`src/rtl/pc_sequencer.sv`:
```
// rtl/pc_sequencer.sv - registered fetch program-counter sequencer with branch redirect (optional PC_ALIGN_CHK_EN)
module pc_sequencer #(
  parameter int          ADDR_W   = 64,
  parameter int          COND_W   = 19,
  parameter int          UNCOND_W = 26,
  parameter logic [63:0] RESET_PC = 64'h0
) (
  input  logic                clk,
  input  logic                reset_n,
  output logic                fetch_valid,
  input  logic                fetch_ready,
  output logic [ADDR_W-1:0]   fetch_pc,
  input  logic                ex_branch_vld,
  input  logic                ex_taken,
  input  logic [ADDR_W-1:0]   ex_pc,
  input  logic                ex_uncond_br,
  input  logic [COND_W-1:0]   ex_cond_off,
  input  logic [UNCOND_W-1:0] ex_uncond_off,
  input  logic                ex_br_reg,
  input  logic [ADDR_W-1:0]   ex_reg_target,
  output logic                redirect,
  output logic                align_fault
);

  localparam logic [ADDR_W-1:0] RST_PC  = RESET_PC[ADDR_W-1:0];
  localparam logic [ADDR_W-1:0] PC_STEP = ADDR_W'(4);

  localparam logic [1:0] ST_BOOT  = 2'd0;
  localparam logic [1:0] ST_RUN   = 2'd1;
`ifdef PC_ALIGN_CHK_EN
  localparam logic [1:0] ST_FAULT = 2'd2;
`else
  localparam logic [ADDR_W-1:0] ALIGN_MASK = {{(ADDR_W-2){1'b1}}, 2'b00};
`endif

  logic [1:0]        state_q;
  logic [1:0]        state_d;
  logic [ADDR_W-1:0] pc_d;
  logic              redirect_d;
  logic [ADDR_W-1:0] off_ext;
  logic [ADDR_W-1:0] off_bytes;
  logic [ADDR_W-1:0] tgt;
  logic              take;
  logic              accept;

  // Word offsets are sign-extended to full width, then scaled to bytes.
  assign off_ext   = ex_uncond_br ?
                     {{(ADDR_W-UNCOND_W){ex_uncond_off[UNCOND_W-1]}}, ex_uncond_off} :
                     {{(ADDR_W-COND_W){ex_cond_off[COND_W-1]}}, ex_cond_off};
  assign off_bytes = off_ext << 2;
  assign tgt       = ex_br_reg ? ex_reg_target : (ex_pc + off_bytes);

  assign take        = ex_branch_vld & ex_taken;
  assign fetch_valid = (state_q == ST_RUN);
  assign accept      = fetch_valid & fetch_ready;

`ifdef PC_ALIGN_CHK_EN
  logic fault_q;
  logic fault_d;
  assign align_fault = fault_q;
`else
  assign align_fault = 1'b0;
`endif

  // Next-state selection: a taken branch beats a sequential accept, which beats hold.
  always_comb begin
    state_d    = state_q;
    pc_d       = fetch_pc;
    redirect_d = 1'b0;
`ifdef PC_ALIGN_CHK_EN
    fault_d    = fault_q;
`endif
    case (state_q)
      ST_BOOT, ST_RUN: begin
        state_d = ST_RUN;
        if (take) begin
          redirect_d = 1'b1;
`ifdef PC_ALIGN_CHK_EN
          // Misaligned target is still loaded so debug can see where it pointed.
          pc_d = tgt;
          if (tgt[1:0] != 2'b00) begin
            fault_d = 1'b1;
            state_d = ST_FAULT;
          end
`else
          pc_d = tgt & ALIGN_MASK;
`endif
        end else if (accept) begin
          pc_d = fetch_pc + PC_STEP;
        end
      end
`ifdef PC_ALIGN_CHK_EN
      ST_FAULT: begin
        state_d = ST_FAULT;
      end
`endif
      default: begin
        state_d = ST_BOOT;
      end
    endcase
  end

  // Architectural PC, FSM and redirect pulse registers.
  always_ff @(posedge clk or negedge reset_n) begin
    if (!reset_n) begin
      state_q  <= ST_BOOT;
      fetch_pc <= RST_PC;
      redirect <= 1'b0;
    end else begin
      state_q  <= state_d;
      fetch_pc <= pc_d;
      redirect <= redirect_d;
    end
  end

`ifdef PC_ALIGN_CHK_EN
  // Sticky misaligned-target flag, cleared only by reset.
  always_ff @(posedge clk or negedge reset_n) begin
    if (!reset_n) begin
      fault_q <= 1'b0;
    end else begin
      fault_q <= fault_d;
    end
  end
`endif

endmodule
```
`config.mk`:
```
export PLATFORM = sky130hd
export DESIGN_NAME = pc_sequencer
export DESIGN_NICKNAME = d
export VERILOG_FILES = /design/src/rtl/pc_sequencer.sv
export SDC_FILE = /design/constraint.sdc
export NUM_CORES = 1
export LEC_CHECK = 0
export CORE_MARGIN = 4
export CORE_UTILIZATION = 30
export CTS_CLUSTER_DIAMETER = 150
export DETAILED_ROUTE_END_ITERATION = 12
export HOLD_SLACK_MARGIN = 0.02
export PLACE_DENSITY = 0.67
export SLEW_MARGIN = 10
export SYNTH_ARGS = -nofsm -noshare
export SYNTH_HDL_FRONTEND = slang
export SYNTH_SLANG_ARGS = --single-unit
```
`constraint.sdc`:
```
create_clock -name clk -period 3.1 [get_ports clk]
set_input_delay 0.775 -clock clk [delete_from_list [all_inputs] [get_ports clk]]
set_output_delay 0.775 -clock clk [all_outputs]
set_load 0.03 [all_outputs]
```
==> results.toml <==
[synthesis]
synth_compound_area_frac = 0.268
synth_simple_gate_area_share = 0.214
ys_types = 68
synthXorXnorAreaFrac = 0.134
yosysWarnings = 0
synth_fa_ha_area_frac = 0.102
synth_top_family_by_area = "compound AO/OA/AOI/OAI gates"
syn-mean-instance-area_um2 = 7.73
ys_seq_area_frac = 0.205
ys_async_sr_fraction = 1.00
synth_edf_count = 0
synth-seq-cells = 64
synth_cells = 1009
muxShareOfSynthArea = 0.0375
syn_area_um2 = 7800
yosys_most_used_dff = "dfrtp_1"

[clock_network]
clock_path_buffers = 2
cts-root-buf = "clkbuf_16"
clk_latency_ps = 330
cts-hold-fix-buffers = 0
cts-htree-levels = 3
cts_sinks = 64
cts_tree = "built"
clk_pin_slew_ps = 50
cts_made_buffers = 9

[finish]
area_delta_synth_final_pct = 83.2
register_area_um2 = 1600
final_nets = 1729
multi_input_area_um2 = 7180
drive_above_1_share = 0.331
final_area_um2 = 14300
fillers = 2259
fin_util = 0.563

[detailed_routing]
drtPass1Iterations = 5
via_count = 9513
vias_per_cell = 5.22
ant_nets = 0
routed_wl_mm = 33.1
drt-initial-drc-count = 598
drc = 0
wl_per_cell_um = 18.1

[worst_hold_path]
hold_class = "primary input to asynchronous set/reset pin"

[global_routing]
grt_max_degree = 65
first_global_vias = 9520
grt.total_usage = 0.215
grt_antenna_before_repair = 1
grt_pass1_wl_mm = 50.2
grt.overflow.total = 0

[floorplan]
io-pin-count = 247
start_util = 0.307
row_count = 58
core-area_um2 = 25400
die_area_um2 = 28700
die_h_um = 169
dieWidth_um = 169

[worst_setup_path]
critPathArrivalTime_ps = 4070
required_ps = 3340
criticalPathCategory = "primary input to flip-flop"
cp_max_fo = 8
end_kind = "flip-flop"
worst_setup_path_start_kind = "primary input"
worst_r2r_path_depth = 10

[power]
leakage_uw = 0.00610
p_per_area_nw_per_um2 = 405
ir_worst_vdd_mv = 0.294

[sta]
worst_slew_pin_slew_ps = 638
post-route-period-util = 1.24
finalSetupViolations = 54
min_period_ps = 3830
holdWs_ps = 474
setup_slack_ps = -733
final-hold-violation-count = 0
slew_headroom = 0.573
report.final.slew_viol_count = 0
final.setup_skew_ps = 8.17
rsz0062_at_grt = "yes"
timing.fmax_mhz = 261

[place]
gp_congestion = 0.907
hpwl_mm = 25.5
placed_area_um2 = 12400
io_buffers = 239

[outcome]
violations = "setup timing"
status = "finished with violations"

[run]
maxCapViolations = 0
## timing repair
item | in CTS | in global routing
hold endpoints to repair | 0 | 0
setup endpoints to repair | 57 | 56
setup buffers | 35 | 33
gates resized for setup | 131 | 96
cloned | 0 | 1
pin swaps | 80 | 102
## routing by layer
metal  vias to the layer above  part of all wire  GRT usage
met1                      4517              0.45      0.286
met4                         0             0.026     0.0550
met5                         -                 0          0
met2                       281              0.48      0.366
li1                       4671                 -          -
met3                        44             0.050     0.0312
## power breakdown
group	internal, µW	switching [µW]
combinational	1740	1690
clock	771	385
sequential	997	199
total	3510	2280
## synth_stat cells (5+ instances only)
| cell type | n | area, µm² |
|---|---|---|
| and2_1 | 8 | 50.1 |
| a211oi_1 | 39 | 293 |
| buf_1 | 6 | 22.5 |
| inv_1 | 14 | 52.6 |
| clkbuf_1 | 46 | 173 |
| nor3b_1 | 7 | 52.6 |
| o21bai_1 | 11 | 82.6 |
| and3_1 | 20 | 125 |
| a21o_1 | 46 | 345 |
| nand4_1 | 35 | 219 |
| nor3_1 | 20 | 100 |
| xnor2_1 | 52 | 455 |
| a221oi_1 | 9 | 78.8 |
| xor2_1 | 67 | 587 |
| mux2_2 | 18 | 203 |
| nand2_1 | 104 | 390 |
| nor2_1 | 74 | 278 |
| nand3_1 | 34 | 170 |
| nand3b_1 | 6 | 45.0 |
| mux2i_1 | 9 | 90.1 |
| nor2b_1 | 5 | 31.3 |
| ha_1 | 62 | 776 |
| o21ai_0 | 45 | 225 |
| nand2b_1 | 5 | 31.3 |
| a31oi_1 | 8 | 50.1 |
| a21oi_1 | 106 | 531 |
| dfrtp_1 | 64 | 1600 |
| and4_1 | 8 | 70.1 |
## layout make-up
| type | instances | area share |
|---|---|---|
| Timing Repair Buffer | 525 | 0.330 |
| Clock inverter | 2 | 0.00420 |
| Sequential cell | 64 | 0.112 |
| Tap cell | 330 | 0.0289 |
| Antenna cell | 1 | 0.000175 |
| Multi-Input combinational cell | 872 | 0.502 |
| Inverter | 14 | 0.00368 |
| Clock buffer | 14 | 0.0192 |
## sequential cells by signal, indices dropped and copies added (netlist names)
name      cells
state_q       1
redirect      1
fetch_pc     62
## kinds of logic (layout without fill, tap and decap cells)
family          Yosys count  after routing
fa+ha+maj                63             63
other cells               2              5
flops                    64             64
buf+inv                  75            555
simple gates            340            340
compound gates          319            319
xor+xnor                119            119
mux                      27             27
## critical path: stages
cell and delay [ps]:
buf_8 100, buf_6 120, buf_12 140, mux2_4 310, ha_4 280, nand4_1 130, buf_4 170, o221ai_4 150
buf_6 130, a21oi_4 40, o22ai_2 140, o22ai_2 110, o31a_1 360, o31a_1 330, buf_6 160, o31ai_4 260
xnor2_2 90, a221oi_2 250
## final timing paths
check / start / endpoint / slack, ps
worst max-delay path: ex_uncond_br / fetch_pc[62]$_DFFE_PN0P_ / -730
worst min-delay path: reset_n / fetch_pc[61]$_DFFE_PN0P_ / 470
max in group asynchronous: reset_n / fetch_pc[30]$_DFFE_PN0P_ / 2320
worst max register to register: fetch_pc[13]$_DFFE_PN0P_ / fetch_pc[55]$_DFFE_PN0P_ / 280
min in group clk: fetch_pc[3]$_DFFE_PN0P_ / fetch_pc[3]$_DFFE_PN0P_ / 600
worst min register to register: fetch_pc[3]$_DFFE_PN0P_ / fetch_pc[3]$_DFFE_PN0P_ / 600
## through the flow
step	total power [µW]	TNS [ps]	worst slack, ps	std cells
after global placement	4130	-66640	-1510	1742
final	5790	-22430	-733	1822
after detailed placement	4160	-70200	-1610	1742
after floorplan	2800	-13630	-656	1011
after global routing	6080	-27970	-812	1822
after CTS	5570	-23030	-713	1790
## placed cells by master (no fill, tap or decap), types with 10 or more instances in the layout
cell / instances
a211oi_1: 24
a211oi_2: 15
a21o_1: 46
a21oi_1: 86
a21oi_2: 16
and3_1: 18
buf_4: 257
buf_6: 25
clkbuf_16: 10
clkdlybuf4s50_1: 220
dfrtp_1: 64
dlymetal6s2s_1: 11
ha_1: 26
ha_4: 34
inv_1: 13
mux2_4: 13
nand2_1: 94
nand3_1: 34
nand4_1: 35
nor2_1: 70
nor3_1: 18
o21ai_0: 18
o21ai_1: 16
o21ai_2: 11
xnor2_1: 39
xnor2_2: 13
xor2_1: 62
(Power assumes the default switching activity.)
